### src/rtl/sram_arbiter_rr_if.sv
// Request/return handshakes and SRAM command bus of the round-robin SRAM arbiter.
// The arbiter uses the slave view; the surrounding system uses the master view.
interface sram_arbiter_rr_if #(
  parameter int NUM_W  = 2,
  parameter int NUM_R  = 2,
  parameter int ADDR_W = 18,
  parameter int DATA_W = 32,
  parameter int MASK_W = 4
);
  localparam int WW = MASK_W + ADDR_W + DATA_W;

  logic [NUM_W-1:0]        w_din_valid;
  logic [NUM_W*WW-1:0]     w_din;
  logic [NUM_W-1:0]        w_din_ready;
  logic [NUM_R-1:0]        r_din_valid;
  logic [NUM_R*ADDR_W-1:0] r_din;
  logic [NUM_R-1:0]        r_din_ready;
  logic [NUM_R-1:0]        r_dout_valid;
  logic [NUM_R*DATA_W-1:0] r_dout;
  logic [NUM_R-1:0]        r_dout_ready;
  logic                    sram_addr_valid;
  logic                    sram_ready;
  logic [ADDR_W-1:0]       sram_addr;
  logic [DATA_W-1:0]       sram_data_in;
  logic [MASK_W-1:0]       sram_write_mask;
  logic [DATA_W-1:0]       sram_data_out;
  logic                    sram_data_out_valid;
  logic                    err_orphan;

  modport slave (
    input  w_din_valid, w_din, r_din_valid, r_din, r_dout_ready,
           sram_ready, sram_data_out, sram_data_out_valid,
    output w_din_ready, r_din_ready, r_dout_valid, r_dout,
           sram_addr_valid, sram_addr, sram_data_in, sram_write_mask, err_orphan
  );

  modport master (
    output w_din_valid, w_din, r_din_valid, r_din, r_dout_ready,
           sram_ready, sram_data_out, sram_data_out_valid,
    input  w_din_ready, r_din_ready, r_dout_valid, r_dout,
           sram_addr_valid, sram_addr, sram_data_in, sram_write_mask, err_orphan
  );
endinterface

### src/rtl/sram_arbiter_rr.sv
// Round-robin arbiter of NUM_W write and NUM_R read ports onto one SRAM command port,
// with an in-order read tag FIFO and credit-protected per-read-port return buffers.
module sram_arbiter_rr #(
  parameter int NUM_W     = 2,
  parameter int NUM_R     = 2,
  parameter int ADDR_W    = 18,
  parameter int DATA_W    = 32,
  parameter int MASK_W    = 4,
  parameter int TAG_DEPTH = 8,
  parameter int RDQ_DEPTH = 4
) (
  input logic              clock,
  input logic              reset,
  sram_arbiter_rr_if.slave bus
);
  localparam int NUM = NUM_W + NUM_R;
  localparam int WW  = MASK_W + ADDR_W + DATA_W;
  localparam int PW  = (NUM > 1) ? $clog2(NUM) : 1;
  localparam int TW  = (NUM_R > 1) ? $clog2(NUM_R) : 1;
  localparam int TAW = (TAG_DEPTH > 1) ? $clog2(TAG_DEPTH) : 1;
  localparam int QAW = (RDQ_DEPTH > 1) ? $clog2(RDQ_DEPTH) : 1;
  localparam int TCW = $clog2(TAG_DEPTH + 1);
  localparam int CW  = $clog2(RDQ_DEPTH + 1);

  logic [PW-1:0]     ptr;
  logic              cmd_valid;
  logic [ADDR_W-1:0] cmd_addr;
  logic [DATA_W-1:0] cmd_data;
  logic [MASK_W-1:0] cmd_mask;
  logic              orphan_flag;

  logic [TW-1:0]     tag_mem [TAG_DEPTH];
  logic [TAW-1:0]    tag_wr, tag_rd;
  logic [TCW-1:0]    tag_cnt;

  logic [CW-1:0]     credit  [NUM_R];
  logic [DATA_W-1:0] rdq_mem [NUM_R][RDQ_DEPTH];
  logic [QAW-1:0]    rdq_wr  [NUM_R];
  logic [QAW-1:0]    rdq_rd  [NUM_R];
  logic [CW-1:0]     rdq_cnt [NUM_R];

  logic              cr_load, any_grant, grant_is_read, tag_full, tag_pop, orphan;
  logic [NUM-1:0]    eligible, grant;
  logic [PW-1:0]     grant_idx;
  logic [TW-1:0]     tag_head, issue_port;
  logic [ADDR_W-1:0] sel_addr;
  logic [DATA_W-1:0] sel_data;
  logic [MASK_W-1:0] sel_mask;
  logic [NUM_R-1:0]  rd_issue, rd_push, rd_pop, dout_valid;
  logic [NUM_R*DATA_W-1:0] dout;

  // The command register may take a new command when empty or when its current one is accepted.
  assign cr_load       = !reset && (!cmd_valid || bus.sram_ready);
  assign tag_full      = (tag_cnt == TCW'(TAG_DEPTH));
  assign tag_pop       = bus.sram_data_out_valid && (tag_cnt != '0);
  assign orphan        = bus.sram_data_out_valid && (tag_cnt == '0);
  assign tag_head      = tag_mem[tag_rd];
  assign grant_is_read = any_grant && (int'(grant_idx) >= NUM_W);

  // Requester eligibility: reads also need a free tag slot and return-buffer credit.
  always_comb begin
    eligible = '0;
    for (int i = 0; i < NUM_W; i++) eligible[i] = bus.w_din_valid[i];
    for (int j = 0; j < NUM_R; j++)
      eligible[NUM_W+j] = bus.r_din_valid[j] && !tag_full && (credit[j] < CW'(RDQ_DEPTH));
  end

  // First eligible requester at or after the pointer, wrapping around.
  always_comb begin
    int  idx;
    logic hit;
    idx       = 0;
    hit       = 1'b0;
    grant_idx = '0;
    any_grant = 1'b0;
    for (int k = 0; k < NUM; k++) begin
      idx       = (int'(ptr) + k >= NUM) ? int'(ptr) + k - NUM : int'(ptr) + k;
      hit       = cr_load && !any_grant && eligible[idx];
      grant_idx = hit ? PW'(idx) : grant_idx;
      any_grant = any_grant || hit;
    end
    grant = any_grant ? (NUM'(1) << grant_idx) : '0;
  end

  // Command fields of the granted requester; reads carry mask 0 and data 0.
  always_comb begin
    sel_mask   = '0;
    sel_addr   = '0;
    sel_data   = '0;
    issue_port = '0;
    for (int i = 0; i < NUM_W; i++)
      {sel_mask, sel_addr, sel_data} = grant[i] ? bus.w_din[i*WW +: WW] : {sel_mask, sel_addr, sel_data};
    for (int j = 0; j < NUM_R; j++) begin
      sel_addr   = grant[NUM_W+j] ? bus.r_din[j*ADDR_W +: ADDR_W] : sel_addr;
      issue_port = grant[NUM_W+j] ? TW'(j) : issue_port;
    end
  end

  // Per-read-port issue, return-push and consumer-pop strobes plus show-ahead outputs.
  always_comb begin
    rd_issue   = '0;
    rd_push    = '0;
    rd_pop     = '0;
    dout_valid = '0;
    dout       = '0;
    for (int j = 0; j < NUM_R; j++) begin
      rd_issue[j] = grant[NUM_W+j];
      rd_push[j]  = tag_pop && (tag_head == TW'(j));
      rd_pop[j]   = (rdq_cnt[j] != '0) && bus.r_dout_ready[j];
      dout_valid[j] = (rdq_cnt[j] != '0);
      dout[j*DATA_W +: DATA_W] = (rdq_cnt[j] != '0) ? rdq_mem[j][rdq_rd[j]] : '0;
    end
  end

  // Command register, round-robin pointer and sticky orphan flag.
  always_ff @(posedge clock or posedge reset) begin
    if (reset) begin
      ptr         <= '0;
      cmd_valid   <= 1'b0;
      cmd_addr    <= '0;
      cmd_data    <= '0;
      cmd_mask    <= '0;
      orphan_flag <= 1'b0;
    end else begin
      if (cr_load) begin
        cmd_valid <= any_grant;
        cmd_addr  <= sel_addr;
        cmd_data  <= sel_data;
        cmd_mask  <= sel_mask;
      end
      if (any_grant) ptr <= (int'(grant_idx) == NUM - 1) ? '0 : grant_idx + 1'b1;
      if (orphan) orphan_flag <= 1'b1;
    end
  end

  // Tag FIFO and return-buffer pointers/counters; credit counts tags plus buffered words.
  always_ff @(posedge clock or posedge reset) begin
    if (reset) begin
      tag_wr  <= '0;
      tag_rd  <= '0;
      tag_cnt <= '0;
      for (int j = 0; j < NUM_R; j++) begin
        credit[j]  <= '0;
        rdq_wr[j]  <= '0;
        rdq_rd[j]  <= '0;
        rdq_cnt[j] <= '0;
      end
    end else begin
      if (grant_is_read) tag_wr <= tag_wr + 1'b1;
      if (tag_pop) tag_rd <= tag_rd + 1'b1;
      tag_cnt <= tag_cnt + TCW'(grant_is_read) - TCW'(tag_pop);
      for (int j = 0; j < NUM_R; j++) begin
        credit[j]  <= credit[j] + CW'(rd_issue[j]) - CW'(rd_pop[j]);
        rdq_cnt[j] <= rdq_cnt[j] + CW'(rd_push[j]) - CW'(rd_pop[j]);
        if (rd_push[j]) rdq_wr[j] <= rdq_wr[j] + 1'b1;
        if (rd_pop[j]) rdq_rd[j] <= rdq_rd[j] + 1'b1;
      end
    end
  end

  // Storage arrays carry no reset; their contents are only visible through valid counters.
  always_ff @(posedge clock) begin
    if (grant_is_read) tag_mem[tag_wr] <= issue_port;
    for (int j = 0; j < NUM_R; j++)
      if (rd_push[j]) rdq_mem[j][rdq_wr[j]] <= bus.sram_data_out;
  end

  assign bus.w_din_ready     = grant[NUM_W-1:0];
  assign bus.r_din_ready     = grant[NUM-1:NUM_W];
  assign bus.r_dout_valid    = dout_valid;
  assign bus.r_dout          = dout;
  assign bus.sram_addr_valid = cmd_valid;
  assign bus.sram_addr       = cmd_addr;
  assign bus.sram_data_in    = cmd_data;
  assign bus.sram_write_mask = cmd_mask;
  assign bus.err_orphan      = orphan_flag;
endmodule

### src/flat_wrapper.sv
// flat-port wrapper written by rule: the top's interface ports become plain ports
module sram_arbiter_rr_flat 
#(
  parameter int NUM_W     = 2,
  parameter int NUM_R     = 2,
  parameter int ADDR_W    = 18,
  parameter int DATA_W    = 32,
  parameter int MASK_W    = 4,
  parameter int TAG_DEPTH = 8,
  parameter int RDQ_DEPTH = 4
)
  (clock, reset, bus_w_din_valid, bus_w_din, bus_r_din_valid, bus_r_din, bus_r_dout_ready, bus_sram_ready, bus_sram_data_out, bus_sram_data_out_valid, bus_w_din_ready, bus_r_din_ready, bus_r_dout_valid, bus_r_dout, bus_sram_addr_valid, bus_sram_addr, bus_sram_data_in, bus_sram_write_mask, bus_err_orphan);
  sram_arbiter_rr_if #(.NUM_W(NUM_W), .NUM_R(NUM_R), .ADDR_W(ADDR_W), .DATA_W(DATA_W), .MASK_W(MASK_W)) bus_i ();
  input logic clock;
  input logic reset;
  input wire logic [$bits(bus_i.w_din_valid)-1:0] bus_w_din_valid;
  input wire logic [$bits(bus_i.w_din)-1:0] bus_w_din;
  input wire logic [$bits(bus_i.r_din_valid)-1:0] bus_r_din_valid;
  input wire logic [$bits(bus_i.r_din)-1:0] bus_r_din;
  input wire logic [$bits(bus_i.r_dout_ready)-1:0] bus_r_dout_ready;
  input wire logic [$bits(bus_i.sram_ready)-1:0] bus_sram_ready;
  input wire logic [$bits(bus_i.sram_data_out)-1:0] bus_sram_data_out;
  input wire logic [$bits(bus_i.sram_data_out_valid)-1:0] bus_sram_data_out_valid;
  output wire logic [$bits(bus_i.w_din_ready)-1:0] bus_w_din_ready;
  output wire logic [$bits(bus_i.r_din_ready)-1:0] bus_r_din_ready;
  output wire logic [$bits(bus_i.r_dout_valid)-1:0] bus_r_dout_valid;
  output wire logic [$bits(bus_i.r_dout)-1:0] bus_r_dout;
  output wire logic [$bits(bus_i.sram_addr_valid)-1:0] bus_sram_addr_valid;
  output wire logic [$bits(bus_i.sram_addr)-1:0] bus_sram_addr;
  output wire logic [$bits(bus_i.sram_data_in)-1:0] bus_sram_data_in;
  output wire logic [$bits(bus_i.sram_write_mask)-1:0] bus_sram_write_mask;
  output wire logic [$bits(bus_i.err_orphan)-1:0] bus_err_orphan;
  assign bus_i.w_din_valid = bus_w_din_valid;
  assign bus_i.w_din = bus_w_din;
  assign bus_i.r_din_valid = bus_r_din_valid;
  assign bus_i.r_din = bus_r_din;
  assign bus_i.r_dout_ready = bus_r_dout_ready;
  assign bus_i.sram_ready = bus_sram_ready;
  assign bus_i.sram_data_out = bus_sram_data_out;
  assign bus_i.sram_data_out_valid = bus_sram_data_out_valid;
  assign bus_w_din_ready = bus_i.w_din_ready;
  assign bus_r_din_ready = bus_i.r_din_ready;
  assign bus_r_dout_valid = bus_i.r_dout_valid;
  assign bus_r_dout = bus_i.r_dout;
  assign bus_sram_addr_valid = bus_i.sram_addr_valid;
  assign bus_sram_addr = bus_i.sram_addr;
  assign bus_sram_data_in = bus_i.sram_data_in;
  assign bus_sram_write_mask = bus_i.sram_write_mask;
  assign bus_err_orphan = bus_i.err_orphan;
  sram_arbiter_rr #(.NUM_W(NUM_W), .NUM_R(NUM_R), .ADDR_W(ADDR_W), .DATA_W(DATA_W), .MASK_W(MASK_W), .TAG_DEPTH(TAG_DEPTH), .RDQ_DEPTH(RDQ_DEPTH)) u_core (.clock(clock), .reset(reset), .bus(bus_i));
endmodule
### config.mk
export PLATFORM = sky130hd
export DESIGN_NAME = sram_arbiter_rr_flat
export DESIGN_NICKNAME = d
export VERILOG_FILES = /design/src/rtl/sram_arbiter_rr_if.sv /design/src/rtl/sram_arbiter_rr.sv /design/src/flat_wrapper.sv
export SDC_FILE = /design/constraint.sdc
export NUM_CORES = 1
export LEC_CHECK = 0
export BUFFER_PORTS_ARGS = -buffer_cell sky130_fd_sc_hd__buf_2
export CELL_PAD_IN_SITES_DETAIL_PLACEMENT = 1
export CELL_PAD_IN_SITES_GLOBAL_PLACEMENT = 2
export CORE_MARGIN = 2
export CORE_UTILIZATION = 35
export DETAILED_ROUTE_END_ITERATION = 12
export PLACE_DENSITY_LB_ADDON = 0.1
export SYNTH_ARGS = -nofsm -noshare
export SYNTH_HDL_FRONTEND = slang
export SYNTH_SLANG_ARGS = --single-unit
### constraint.sdc
create_clock -name clock -period 11.1 [get_ports clock]
set_input_delay 1.11 -clock clock [delete_from_list [all_inputs] [get_ports clock]]
set_output_delay 1.11 -clock clock [all_outputs]
set_load 0.01 [all_outputs]
==> metrics.yaml, run 1 <==
fin_nets: 1577
hold_class: "reg2reg"
grtUsageTotal_pct: 18.69
timing.rr.start: "u_core.ptr[0]"
placementRows: 76
drt_iter0_drc: 466
yosysSeqAreaShare_pct: 66.24
post_cts_buffers: 0
multi_input_comb_area_sq_um: 4760
drive_gt1_share_pct: 34.03
wl_mm: 42.03
cts_root_buf: "clkbuf_16"
start_util_pct: 35.50
antenna_found_initial: 13
synth-edff-count: 264
min-delay-start: "u_core.bus.sram_data_in[7]"
core_region_area_sq_um: 43080
die_area_sq_um: 45380
outcome: "finished, final reports clean"
achievable-frequency_mhz: 182.8
ctsHtreeMaxLevel: 2
via_per_inst: 4.846
leakage_nw: 7.307
synthesis.nets: 1282
crit_path_end_kind: "output pin"
criticalPathCategory: "in2out"
wire_per_inst_um: 21.25
syn_area_per_cell_sq_um: 14.39
p_seq_share_pct: 35.9
synth-seq-cells: 352
setup_slack_ns: 5.629
drtAntennaViolNets: 0
design.portCount: 312
clkPwrFrac_pct: 22.6
worstPathCellList: "buf_2, nor2b_1, or2_2, buf_4, a211oi_2, o221a_2, a211oi_2, ha_1, buf_4, nor2b_1, buf_2"
placedCellCount: 1901
syn_to_final_growth_pct: 21.76
fin_setup_tns_ns: 0
portBuffers: 311
setup_viol_count_final: 0
vdd_drop_max_mv: 0.1833
crit_slowest_cell: "nor2b_1"
rsz0062_at_grt: "no"
async_flop_share_pct: 25.00
fin_skew_ns: 0.01866
clock-sinks: 352
fill_cells: 4512
dr.pass1.iters: 4
cts_buffer_depth: 3
synth_top_cell_area_share_pct: 51.84
grt_pass1_wl_mm: 63.02
finalCritPeriodShare_pct: 49.28
place.gp.congestion: 0.7772
synth_cell_types: 58
drc: 0
crit_path_max_fanout: 58
power_density_nw_per_um2: 295.3
slew_violations: 0
clkTransAtPathRegs_ns: 0.06
die_width_um: 213.0
cts_tree: "built"
cts.repair.resized: 0
crit_arrival_ns: 4.36
clk-insertion-delay-late_ns: 0.53
synthCells: 1063
synth_area_leader_cell: "edfxtp_1"
final-instance-count-excl-fill: 1978
reg2reg_slack_ns: 6.73
vias: 9586
combPwrFrac_pct: 41.5
seqCellArea_sq_um: 10130
overflow: 0
period_needed_ns: 5.471
crit_start: "bus_sram_ready"
grt_max_degree: 109
power.switching_w: 0.002060
yosys_warnings: 0
synth_area_sq_um: 15290
p_int_w: 0.003437
final_common_cell: "buf_2"
cts_hold_repair.buffers: 0
worst_setup_path_start_kind: "input pin"
cap_viol_max_count: 0
grt_pass1_vias: 10310
cts_made_buffers: 40
cpPeakStageDelay_ns: 0.53
synth_top_cells_by_area: "edfxtp_1, dfrtp_1, mux4_2"
fin_util_pct: 43.23
final_cell_mix: "buf_2, edfxtp_1, nand2_1"
fp.dieH_um: 213.0
switching_share_pct: 37.48
pre_cts_slack_ns: 5.541
finalHoldViolCount: 0
maxSlewHeadroom_pct: 28.08
crit_required_ns: 9.99
dp_hpwl_mm: 27.63
worst_pin_slew_ns: 1.079
synth_top_flop_cell: "edfxtp_1"
power groups by stage:
stage / registers, W / clock network, W / logic [W]
after floorplan: 0.00193 / 0 / 0.00158
after global placement: 0.00199 / 0 / 0.00232
after detailed placement: 0.00201 / 0 / 0.00236
after CTS: 0.00198 / 0.00128 / 0.00236
after global routing: 0.00202 / 0.00133 / 0.00258
final: 0.00197 / 0.00124 / 0.00228
critical path: cells and delay by family:
family / cells / cell delay, ns
and+or+nand+nor: 3 / 0.93
buffers and inverters: 4 / 1.19
adders and majority gates: 1 / 0.23
AOI/OAI and AO/OA: 3 / 0.89
flip-flops by register name (all words and copies together) (netlist names):
name	count
u_core.rdq_mem	256
u_core.bus.sram_data_in	32
u_core.credit	6
u_core.rdq_wr	4
u_core.bus.sram_addr	18
u_core.bus.sram_addr_valid	1
u_core.tag_wr	3
u_core.tag_mem	8
u_core.ptr	2
u_core.bus.sram_write_mask	4
u_core.rdq_rd	4
u_core.tag_rd	3
u_core.bus.err_orphan	1
u_core.tag_cnt	4
u_core.rdq_cnt	6
synthesized netlist by cell type (5+ instances only):
| library cell | n |
|---|---|
| ha_1 | 28 |
| a21oi_1 | 88 |
| edfxtp_1 | 264 |
| and2_1 | 70 |
| xnor2_1 | 17 |
| clkbuf_1 | 46 |
| nor2b_1 | 8 |
| o21ai_0 | 58 |
| and3_1 | 6 |
| nor2_1 | 62 |
| mux4_2 | 66 |
| buf_2 | 13 |
| nor3_1 | 6 |
| nand2_1 | 120 |
| dfrtp_1 | 88 |
| inv_1 | 33 |
| fa_1 | 5 |
| nand3b_1 | 20 |
through the flow:
step,power [W],cell area (sq um),hold WS [ns]
after floorplan,0.003511,15290,0.4514
after CTS,0.005632,18610,0.4785
after global routing,0.005931,18620,0.5162
after detailed placement,0.004366,17380,0.4649
after global placement,0.004317,17380,0.4572
final,0.005498,18620,0.4691
final timing paths:
check	depth (start not counted)	to
max	11	bus_r_din_ready[1]
min	2	u_core.bus.sram_data_in[7]
max reg2reg	13	u_core.credit[2]
min reg2reg	2	u_core.bus.sram_data_in[7]
max in group asynchronous	3	u_core.bus.sram_data_in[15]
min in group asynchronous	2	u_core.bus.err_orphan
routing by layer:
layer / GRT usage (%) / part of all wire (%) / vias to the layer above
met5: 0 / 0.28 / -
met4: 4.895 / 2.1 / 18
met3: 6.736 / 8.5 / 75
met2: 30.06 / 47 / 295
met1: 23.96 / 43 / 4722
li1: - / - / 4476
final cells by class:
cell class | count | share of cell area, %
sequential | 352 | 54.41
multi-input combinational | 610 | 25.56
timing repair buffer | 321 | 8.762
clock buffer | 48 | 5.765
tap | 585 | 3.931
clock inverter | 26 | 0.8467
inverter | 33 | 0.6787
antenna | 3 | 0.04032
cells by family after synthesis:
group | after synthesis | synth area share (%)
XOR/XNOR | 21 | 1.203
buffers and inverters | 101 | 2.806
AND/OR/NAND/NOR | 316 | 10.54
adder cells (fa/ha/maj) | 33 | 2.946
multiplexers | 70 | 10.02
AO/OA/AOI/OAI | 170 | 6.243
flip-flops | 352 | 66.24
No activity file was read; power rests on OpenSTA's default activity.
==> run 2: changes to the inputs <==
--- a/config.mk
+++ b/config.mk
@@ -9,7 +9,7 @@
 export CELL_PAD_IN_SITES_DETAIL_PLACEMENT = 1
 export CELL_PAD_IN_SITES_GLOBAL_PLACEMENT = 2
 export CORE_MARGIN = 2
-export CORE_UTILIZATION = 35
+export CORE_UTILIZATION = 34
 export DETAILED_ROUTE_END_ITERATION = 12
 export PLACE_DENSITY_LB_ADDON = 0.1
 export SYNTH_ARGS = -nofsm -noshare
==> constraint.sdc (replaced) <==
create_clock -name clock -period 4.48 [get_ports clock]
set_input_delay 0.448 -clock clock [delete_from_list [all_inputs] [get_ports clock]]
set_output_delay 0.448 -clock clock [all_outputs]
set_load 0.01 [all_outputs]
==> metrics.yaml, run 2 (same netlist as run 1, synthesis figures left out) <==
outcome: "finished, final reports clean"
final_cell_mix: "buf_2, edfxtp_1, nand2_1"
p_seq_share_pct: 35.6
critical-path-top-delay-family: "compound AO/OA/AOI/OAI gates"
fp.dieH_um: 216.1
fin_setup_tns_ns: 0
crit_slowest_cell: "o21ai_0"
criticalPathCategory: "reg2out"
setup_viol_count_final: 0
crit_path_end_kind: "output pin"
place.gp.congestion: 0.7461
period_needed_ns: 4.217
worst_setup_path_start_kind: "register"
clkPwrFrac_pct: 22.5
via_per_inst: 4.881
wire_per_inst_um: 21.88
finalHoldViolCount: 0
grt_pass1_vias: 10670
hold_class: "in2async"
cts_hold_repair.buffers: 0
finalCritPeriodShare_pct: 94.12
power.total_w: 0.01373
dp_hpwl_mm: 28.53
largest_reg_flops: 256
die_area_sq_um: 46690
grt_pass1_wl_mm: 67.05
placed_cell_area_sq_um: 17460
rsz0062_at_grt: "no"
p_int_w: 0.008613
cts_made_buffers: 40
placementRows: 77
grtUsageTotal_pct: 19.03
antenna_found_initial: 12
clk-insertion-delay-late_ns: 0.56
syn_to_final_growth_pct: 22.25
drt_iter0_drc: 441
fin_skew_ns: 0.02452
clock-sinks: 352
crit_arrival_ns: 3.77
portBuffers: 311
cts_buffer_depth: 3
combPwrFrac_pct: 41.9
slew_violations: 0
final_area_sq_um: 18690
post_cts_buffers: 0
maxSlewHeadroom_pct: 27.39
drtAntennaViolNets: 0
crit_path_max_fanout: 38
clkTransAtPathRegs_ns: 0.05
crit_buf_inv: 3
power.switching_w: 0.005114
worst_pin_slew_ns: 1.089
fill_cells: 4671
ctsHtreeMaxLevel: 2
cts_root_buf: "clkbuf_16"
fin_nets: 1583
cap_viol_max_count: 0
final_common_cell: "buf_2"
design.portCount: 312
vdd_drop_max_mv: 0.2831
vias: 9713
drive_gt1_share_pct: 34.10
grt_max_degree: 69
drc: 0
power_density_nw_per_um2: 734.3
cts.repair.resized: 0
die_width_um: 216.1
cpPeakStageDelay_ns: 0.60
crit_required_ns: 4.03
fin_util_pct: 42.18
worstPathCellList: "o21ai_0, a31oi_1, o221a_2, a211oi_2, inv_1, ha_1, buf_4, nor2b_1, buf_2"
leakage_nw: 7.337
core_region_area_sq_um: 44320
overflow: 0
cts_tree: "built"
achievable-frequency_mhz: 237.2
switching_share_pct: 37.26
wl_mm: 43.54
dr.pass1.iters: 4
start_util_pct: 34.51
## run 2: metrics by stage
step                setup WS [ns]  instances  hold slack (ns)
floorplan                  0.4815       1063           0.4514
CTS                        0.2621       1988           0.1344
global route             0.005933       1989           0.1590
finish                     0.2635       1990           0.1485
detailed placement         0.6531       1914           0.4646
global placement           0.7117       1914           0.4577
## run 2: power by group through the flow
stage / logic (W) / registers, W / clock network, W
6_report: 0.00575 / 0.00489 / 0.00309
2_1_floorplan: 0.00392 / 0.00477 / 0
5_1_grt: 0.00646 / 0.00500 / 0.00331
4_1_cts: 0.00594 / 0.00491 / 0.00319
3_3_place_gp: 0.00587 / 0.00492 / 0
3_5_place_dp: 0.00593 / 0.00496 / 0
## run 2: per-layer routing
metal | share of wire, % | GRT usage [%] | routed length, um
met5 | 0.23 | 0 | 98
met4 | 1.8 | 5.205 | 796
met3 | 7.6 | 6.105 | 3289
met2 | 48 | 31.26 | 20900
met1 | 42 | 24.26 | 18450
## run 2: cell type report
class	count	area [sq um]	share of cell area [%]
clock buffers	58	1121	5.997
clock inverters	16	107.6	0.5756
repair buffers	327	1702	9.102
multi-input cells	610	4760	25.46
well taps	592	740.7	3.962
diodes	2	5.005	0.02677
inverters	33	126.4	0.6760
flip-flops and latches	352	10130	54.20
## run 2: path summary, 6_finish.rpt
check	startpoint	to	slack (ns)	cells after the start
min in group clock	bus_sram_data_out[23]	u_core.rdq_mem[0][23]	0.17	1
hold / removal	reset	u_core.bus.sram_addr[15]	0.15	2
max in group asynchronous	reset	u_core.bus.sram_data_in[23]	3.39	3
hold reg to reg	u_core.bus.sram_addr[15]	u_core.bus.sram_addr[15]	0.47	2
setup / recovery	u_core.ptr[0]	bus_r_din_ready[0]	0.26	9
setup reg to reg	u_core.ptr[0]	u_core.credit[4]	0.63	12
